[src/rtl/mem_stage_pkg.sv]
// Shared types and defaults for the memory-access pipeline stage.
// The optional access watchdog is enabled by defining MEM_TIMEOUT_EN.
package mem_stage_pkg;

  typedef enum logic {
    IDLE   = 1'b0,
    ACCESS = 1'b1
  } state_t;

  localparam int DATA_W_DEF         = 32;
  localparam int REG_W_DEF          = 5;
  localparam int TIMEOUT_CYCLES_DEF = 16;

endpackage

[src/rtl/mem_watchdog.sv]
// Access watchdog: counts ACCESS cycles without ack and flags the cycle in
// which the count would reach TIMEOUT_CYCLES. Only instantiated when
// MEM_TIMEOUT_EN is defined.
module mem_watchdog #(
  parameter int TIMEOUT_CYCLES = 16
) (
  input  logic clk,
  input  logic rstn,
  input  logic clear,
  input  logic enable,
  output logic expire
);

  localparam int CNT_W = $clog2(TIMEOUT_CYCLES + 1);

  logic [CNT_W-1:0] count;

  // Count enabled cycles; clearing takes priority so a fresh access starts at 0
  always_ff @(posedge clk or negedge rstn) begin
    if (!rstn) begin
      count <= '0;
    end else if (clear) begin
      count <= '0;
    end else if (enable) begin
      count <= count + 1'b1;
    end
  end

  // Expire on the enabled cycle whose increment would land on TIMEOUT_CYCLES
  always_comb begin
    expire = enable && (count == CNT_W'(TIMEOUT_CYCLES - 1));
  end

endmodule

[src/rtl/mem_access_stage.sv]
// Memory-access stage: latches Execute results, runs the data-memory
// req/ack transaction, resolves the branch and emits a one-cycle writeback
// bundle. Define MEM_TIMEOUT_EN to abort accesses that never get an ack.
//
// state  | meaning
// IDLE   | ready to accept an op; non-memory ops write back straight away
// ACCESS | memory request outstanding, upstream stalled
module mem_access_stage
  import mem_stage_pkg::*;
#(
  parameter int DATA_W         = DATA_W_DEF,
  parameter int REG_W          = REG_W_DEF,
  parameter int TIMEOUT_CYCLES = TIMEOUT_CYCLES_DEF
) (
  input  logic              clk,
  input  logic              rstn,
  input  logic              iin_valid,
  input  logic              iSig_MemRead,
  input  logic              iSig_MemWrite,
  input  logic              iSig_Branch,
  input  logic              iSig_RegWrite,
  input  logic              iSig_MemtoReg,
  input  logic [DATA_W-1:0] iadder_branch_result,
  input  logic              iALU_zero,
  input  logic [DATA_W-1:0] iALU_result,
  input  logic [DATA_W-1:0] iregfile_read_2,
  input  logic [REG_W-1:0]  ireg_write_reg,
  output logic              ostall,
  output logic              omem_req,
  output logic              omem_we,
  output logic [DATA_W-1:0] omem_addr,
  output logic [DATA_W-1:0] omem_wdata,
  input  logic              imem_ack,
  input  logic [DATA_W-1:0] imem_rdata,
  output logic              oPCSrc,
  output logic [DATA_W-1:0] obranch_target,
  output logic              owb_valid,
  output logic              owb_RegWrite,
  output logic              owb_MemtoReg,
  output logic [DATA_W-1:0] owb_read_data,
  output logic [DATA_W-1:0] owb_alu_result,
  output logic [REG_W-1:0]  owb_write_reg,
  output logic              oerr_timeout
);

  // A zero timeout would make the watchdog compare against -1
  if (TIMEOUT_CYCLES < 1) begin : g_bad_timeout
    $error("mem_access_stage: TIMEOUT_CYCLES must be at least 1");
  end

  state_t             state;
  logic               lat_regwrite;
  logic               lat_memtoreg;
  logic               lat_taken;
  logic [DATA_W-1:0]  lat_target;
  logic [REG_W-1:0]   lat_write_reg;

  logic               accept;
  logic               accept_mem;
  logic               ack_hit;
  logic               tmo_expire;

  // Handshake decode; an ack only counts while a request is outstanding
  always_comb begin
    accept     = (state == IDLE) && iin_valid;
    accept_mem = accept && (iSig_MemRead || iSig_MemWrite);
    ack_hit    = omem_req && imem_ack;
  end

  // Stall comes straight from the state register
  always_comb begin
    ostall = (state == ACCESS);
  end

`ifdef MEM_TIMEOUT_EN
  logic err_q;

  mem_watchdog #(
    .TIMEOUT_CYCLES(TIMEOUT_CYCLES)
  ) u_watchdog (
    .clk    (clk),
    .rstn   (rstn),
    .clear  (accept_mem),
    .enable ((state == ACCESS) && !imem_ack),
    .expire (tmo_expire)
  );

  // Sticky timeout flag, cleared only by reset
  always_ff @(posedge clk or negedge rstn) begin
    if (!rstn) begin
      err_q <= 1'b0;
    end else if (tmo_expire && !ack_hit) begin
      err_q <= 1'b1;
    end
  end

  assign oerr_timeout = err_q;
`else
  assign tmo_expire   = 1'b0;
  assign oerr_timeout = 1'b0;
`endif

  // Stage FSM: accept, memory transaction and writeback bundle
  always_ff @(posedge clk or negedge rstn) begin
    if (!rstn) begin
      state          <= IDLE;
      omem_req       <= 1'b0;
      omem_we        <= 1'b0;
      omem_addr      <= '0;
      omem_wdata     <= '0;
      oPCSrc         <= 1'b0;
      obranch_target <= '0;
      owb_valid      <= 1'b0;
      owb_RegWrite   <= 1'b0;
      owb_MemtoReg   <= 1'b0;
      owb_read_data  <= '0;
      owb_alu_result <= '0;
      owb_write_reg  <= '0;
      lat_regwrite   <= 1'b0;
      lat_memtoreg   <= 1'b0;
      lat_taken      <= 1'b0;
      lat_target     <= '0;
      lat_write_reg  <= '0;
    end else begin
      owb_valid <= 1'b0;
      oPCSrc    <= 1'b0;
      case (state)
        IDLE: begin
          if (accept_mem) begin
            // omem_addr doubles as the held ALU result for memory ops
            state         <= ACCESS;
            omem_req      <= 1'b1;
            omem_we       <= iSig_MemWrite;
            omem_addr     <= iALU_result;
            omem_wdata    <= iregfile_read_2;
            lat_regwrite  <= iSig_RegWrite;
            lat_memtoreg  <= iSig_MemtoReg;
            lat_taken     <= iSig_Branch && iALU_zero;
            lat_target    <= iadder_branch_result;
            lat_write_reg <= ireg_write_reg;
          end else if (accept) begin
            owb_valid      <= 1'b1;
            oPCSrc         <= iSig_Branch && iALU_zero;
            obranch_target <= iadder_branch_result;
            owb_RegWrite   <= iSig_RegWrite;
            owb_MemtoReg   <= iSig_MemtoReg;
            owb_read_data  <= '0;
            owb_alu_result <= iALU_result;
            owb_write_reg  <= ireg_write_reg;
          end
        end
        ACCESS: begin
          if (ack_hit) begin
            state          <= IDLE;
            omem_req       <= 1'b0;
            owb_valid      <= 1'b1;
            oPCSrc         <= lat_taken;
            obranch_target <= lat_target;
            owb_RegWrite   <= lat_regwrite;
            owb_MemtoReg   <= lat_memtoreg;
            owb_read_data  <= omem_we ? '0 : imem_rdata;
            owb_alu_result <= omem_addr;
            owb_write_reg  <= lat_write_reg;
          end else if (tmo_expire) begin
            // Aborted access: retire the op without a register write or branch
            state          <= IDLE;
            omem_req       <= 1'b0;
            owb_valid      <= 1'b1;
            obranch_target <= lat_target;
            owb_RegWrite   <= 1'b0;
            owb_MemtoReg   <= lat_memtoreg;
            owb_read_data  <= '0;
            owb_alu_result <= omem_addr;
            owb_write_reg  <= lat_write_reg;
          end
        end
        default: begin
          state    <= IDLE;
          omem_req <= 1'b0;
        end
      endcase
    end
  end

endmodule

[config.mk]
export PLATFORM = sky130hd
export DESIGN_NAME = mem_access_stage
export DESIGN_NICKNAME = d
export VERILOG_FILES = /design/src/rtl/mem_stage_pkg.sv /design/src/rtl/mem_watchdog.sv /design/src/rtl/mem_access_stage.sv
export SDC_FILE = /design/constraint.sdc
export NUM_CORES = 1
export LEC_CHECK = 0
export ABC_AREA = 0
export CORE_AREA = 2 2 183 185
export DETAILED_ROUTE_END_ITERATION = 6
export DIE_AREA = 0 0 185 187
export GPL_TIMING_DRIVEN = 0
export PLACE_DENSITY = 0.65
export SLEW_MARGIN = 0
export SYNTH_ARGS = -nofsm -noshare
export SYNTH_HDL_FRONTEND = slang
export SYNTH_HIERARCHICAL = 1
export SYNTH_SLANG_ARGS = --single-unit
[constraint.sdc]
create_clock -name clk -period 3.25 [get_ports clk]
set_input_delay 0.4875 -clock clk [delete_from_list [all_inputs] [get_ports clk]]
set_output_delay 0.4875 -clock clk [all_outputs]
set_load 0.01 [all_outputs]
==> results by stage <==
Worst setup path:
- The number of cells on the worst reg-to-reg path is 6.
- The startpoint of the lowest-slack register-to-register path is ostall$_DFF_PN0_.
- The worst path required time is 2760 ps.
- The cell type of the slowest stage on the worst timing path is sky130_fd_sc_hd__clkdlybuf4s50_1.
- In this run the number of cells on the critical path is 1.
- The signal on the critical path passes through clkdlybuf4s50_1.
- Of all nets on the critical path, the largest fanout is 5.
- For the worst setup path, the data arrival time is 1570 ps.
- The slack of the worst reg-to-reg path is 1260 ps.
- The kind of critical path is flop to output pin.
- The capturing instance or port of the critical path is omem_req.
- The endpoint identified for the worst register-to-register timing path is omem_addr[27]$_DFFE_PN0P_.
- The startpoint class of the critical path is a flop.
- The worst setup path is captured at an output pin.
- The number of buffers and inverters on the critical path is 1.
- The largest stage delay on the critical path is 610 ps.
- On the critical path the largest part of the delay comes from buffers and inverters.
- The start point of the critical path is omem_req$_DFFE_PN0P_.

GRT:
- The first global-routing pass estimated 37.09 mm of wire.
- The via count of the first global-routing pass is 6452.
- The initial antenna violation count is 1.
- Global routing used 13.66% of the available tracks.
- Global routing finished with a remaining overflow of 0.
- The largest net degree at the start of global routing is 83.

Power and ir drop:
- The combinational power share is 45.0%.
- The share of total power dissipated in the clock network is 21.3%.
- The internal portion of total power is 0.009685 W.
- The part of the total power dissipated in sequential elements is 33.8%.
- Net switching is 30.44% of the power.
- Summed over all cells, the static leakage comes to 5.672 nW.
- Across the VDD grid, the largest voltage drop is 531.0 µV.
- For this design the total switching power over the nets is 0.004238 W.
- The power density of the placed cells is 1016 nW/µm².

Clock network:
- The buffers inserted during post-CTS setup optimization is 0.
- Clock tree synthesis inserted a total of 25 buffers.
- The buffer type at the clock tree root is sky130_fd_sc_hd__clkbuf_16.
- CTS built an H-tree with a depth of 1.
- After clock tree synthesis, the clock-pin slew on the worst setup and hold paths is 60 ps.
- Buffers inserted to repair hold after CTS numbered 1.
- Counting every sink on the clock net gives 212.
- At the later pin of the worst-skew pair, clock insertion delay measures 540 ps.
- The maximum count of clock buffers along a single path is 3.
- The number of instances resized during post-cts repair is 0.
- The CTS tree is yes.

Yosys:
- The sequential share of the synthesized area is 58.56%.
- For this run, the leading register cell type out of synthesis is sky130_fd_sc_hd__dfrtp_1.
- The mean cell area of the mapped netlist is 14.90 µm².
- The cell type with the highest aggregate area in the netlist is sky130_fd_sc_hd__dfrtp_1.
- The register bit total from synthesis is 212.
- Synthesis produced a netlist whose cell count is 608.
- The synthesized netlist occupies a cell area of 9059 µm².
- The number of nets handed over by synthesis was 751.
- Yosys attributes the largest share of cell area to sky130_fd_sc_hd__dfrtp_1, sky130_fd_sc_hd__mux2_2, sky130_fd_sc_hd__mux2_4, sky130_fd_sc_hd__mux2i_1, sky130_fd_sc_hd__mux2_1.
- Yosys mapped the design onto 19 distinct sky130hd cell types.
- By count the netlist is led by sky130_fd_sc_hd__dfrtp_1, sky130_fd_sc_hd__mux2_2, sky130_fd_sc_hd__nand2_1, sky130_fd_sc_hd__inv_1, sky130_fd_sc_hd__mux2i_1.
- The fraction of synthesis flops using an asynchronous set or reset pin is 100.0%.
- The cell with the most instances after synthesis is sky130_fd_sc_hd__dfrtp_1.
- In this run, synthesis inferred 0 flip-flops with an integrated enable.
- For this run, the number of Yosys warnings is 6.
- The share of synthesized area in the top cell type comes to 58.56%.

Placement:
- Once detailed placement completed, the half-perimeter wirelength came to 17.10 mm.
- After detailed placement, the total cell area comes to 12820 µm².
- At the placement stage, the worst setup path has a slack of 727.3 ps.
- The number of port buffers is 314.
- At the end of routability-driven placement, the weighted congestion stood at 0.7086.

Layout:
- With fillers left out, the area of the finished cells amounts to 13700 µm².
- The final standard cell utilization of the core is 41.69%.
- After the last flow step, the layout net total stands at 1095.
- The fraction of layout instances using a drive strength above 1 is 31.10%.
- The layout-stage area growth over the synthesis result is 51.24%.

Routing:
- For this block, the via count after detailed routing is 6061.
- Wires add up to 24.14 mm.
- The remaining number of nets flagged by the antenna check after routing is 0.
- The first-iteration detailed-routing DRC count is 132.
- For this run, design rule violations remaining after detail routing come to 0.
- Before antenna repair, the detailed router went through 4 iterations.
- The routed length per placed instance is 17.00 µm.
- After detailed routing, the number of vias per cell comes to 4.268.

Die:
- The die outline width is 185 µm.
- The floorplan step defined a die boundary enclosing 34600 µm².
- Once the floorplan was initialized, standard cells occupied 27.57% of the core.
- After floorplanning, the core was divided into 67 placement rows.
- The die is 187 µm tall.
- The floorplan step defined a core boundary enclosing 32860 µm².
- The number of ports placed on the die boundary is 316.

Run:
- Max-cap violations in this run came to 0.

Min path:
- The class of the tightest hold or removal check is input port to asynchronous set/reset pin.

Timing:
- The largest clock skew in the final design is 24.93 ps.
- The hold violation total from the final report is 0.
- For the finished layout, the period the worst path requires is 2061 ps.
- Setup repair after global routing left no endpoint under its margin.
- Across all setup checks in the final design, the least slack found is 1189 ps.
- The achievable clock frequency is 485.3 MHz.
- The max-slew violation total from the final report is 0.
- The tightest hold path in the finished design has a slack of 481.9 ps.
- Setup violations remaining at the end of the flow were counted as 0.
- In the finished design, the share of the clock period the worst path needs comes to 63.40%.
- The total negative setup slack is 0 ps.

Outcome:
- The flow ran to the end, and the final reports show no timing, DRC or antenna violations.
-- cell usage in the layout, fill, tap and decap left out, types with 6 or more instances in the layout --
cell	count
sky130_fd_sc_hd__dfrtp_1	212
sky130_fd_sc_hd__buf_4	9
sky130_fd_sc_hd__clkbuf_1	9
sky130_fd_sc_hd__clkbuf_16	25
sky130_fd_sc_hd__nand2_1	38
sky130_fd_sc_hd__clkdlybuf4s50_1	313
sky130_fd_sc_hd__buf_2	20
sky130_fd_sc_hd__mux2i_1	33
sky130_fd_sc_hd__clkinv_2	6
sky130_fd_sc_hd__mux2_4	27
sky130_fd_sc_hd__mux2_2	197
sky130_fd_sc_hd__inv_1	33
sky130_fd_sc_hd__mux2_1	21
-- routing by layer --
layer  up-vias  track usage (%)  share of wire, %
li1       2785                -                 -
met1      3037            16.40                41
met2       204            22.79                47
met3        35            5.179               9.3
met4         0            3.785               2.7
met5         -                0                 0
-- area by class of cell --
type / instances / area (µm²)
antenna: 1 / 2.502
buffer: 37 / 227.7
clock buffer: 34 / 699.4
clock inverter: 12 / 166.4
fill: 3076 / 19160
inverter: 33 / 123.9
multi-input combinational: 326 / 3402
sequential: 212 / 5305
tap: 448 / 560.5
timing repair buffer: 317 / 3213
-- power groups by stage --
stage / clock, W / sequential, W / combinational, W
global placement: 0 / 0.00470 / 0.00630
finish: 0.00296 / 0.00470 / 0.00626
floorplan: 0 / 0.00517 / 0.00272
global route: 0.00317 / 0.00488 / 0.00673
CTS: 0.00308 / 0.00472 / 0.00640
detailed placement: 0 / 0.00474 / 0.00637
-- worst min path at each step --
stage	to	slack, ps
final	lat_target[17]$_DFFE_PN0P_	480
after global routing	owb_read_data[21]$_DFFE_PN0P_	480
after CTS	owb_read_data[21]$_DFFE_PN0P_	460
after detailed placement	lat_target[17]$_DFFE_PN0P_	450
after global placement	lat_target[29]$_DFFE_PN0P_	460
after floorplan	lat_memtoreg$_DFFE_PN0P_	190
-- kinds of logic after synthesis --
family | after synthesis | synth area share, %
AOI/OAI and AO/OA | 5 | 0.4420
buffers and inverters | 70 | 3.881
DFF | 212 | 58.56
muxes | 278 | 35.22
other | 1 | 0.04140
and+or+nand+nor | 42 | 1.851
-- stage by stage --
step | power (W) | std cells
final | 0.01392 | 1420
after global routing | 0.01479 | 1419
after CTS | 0.01419 | 1419
after detailed placement | 0.01111 | 1372
after global placement | 0.01100 | 1370
after floorplan | 0.007894 | 608
Note: power is estimated with default switching activity, not from simulation.
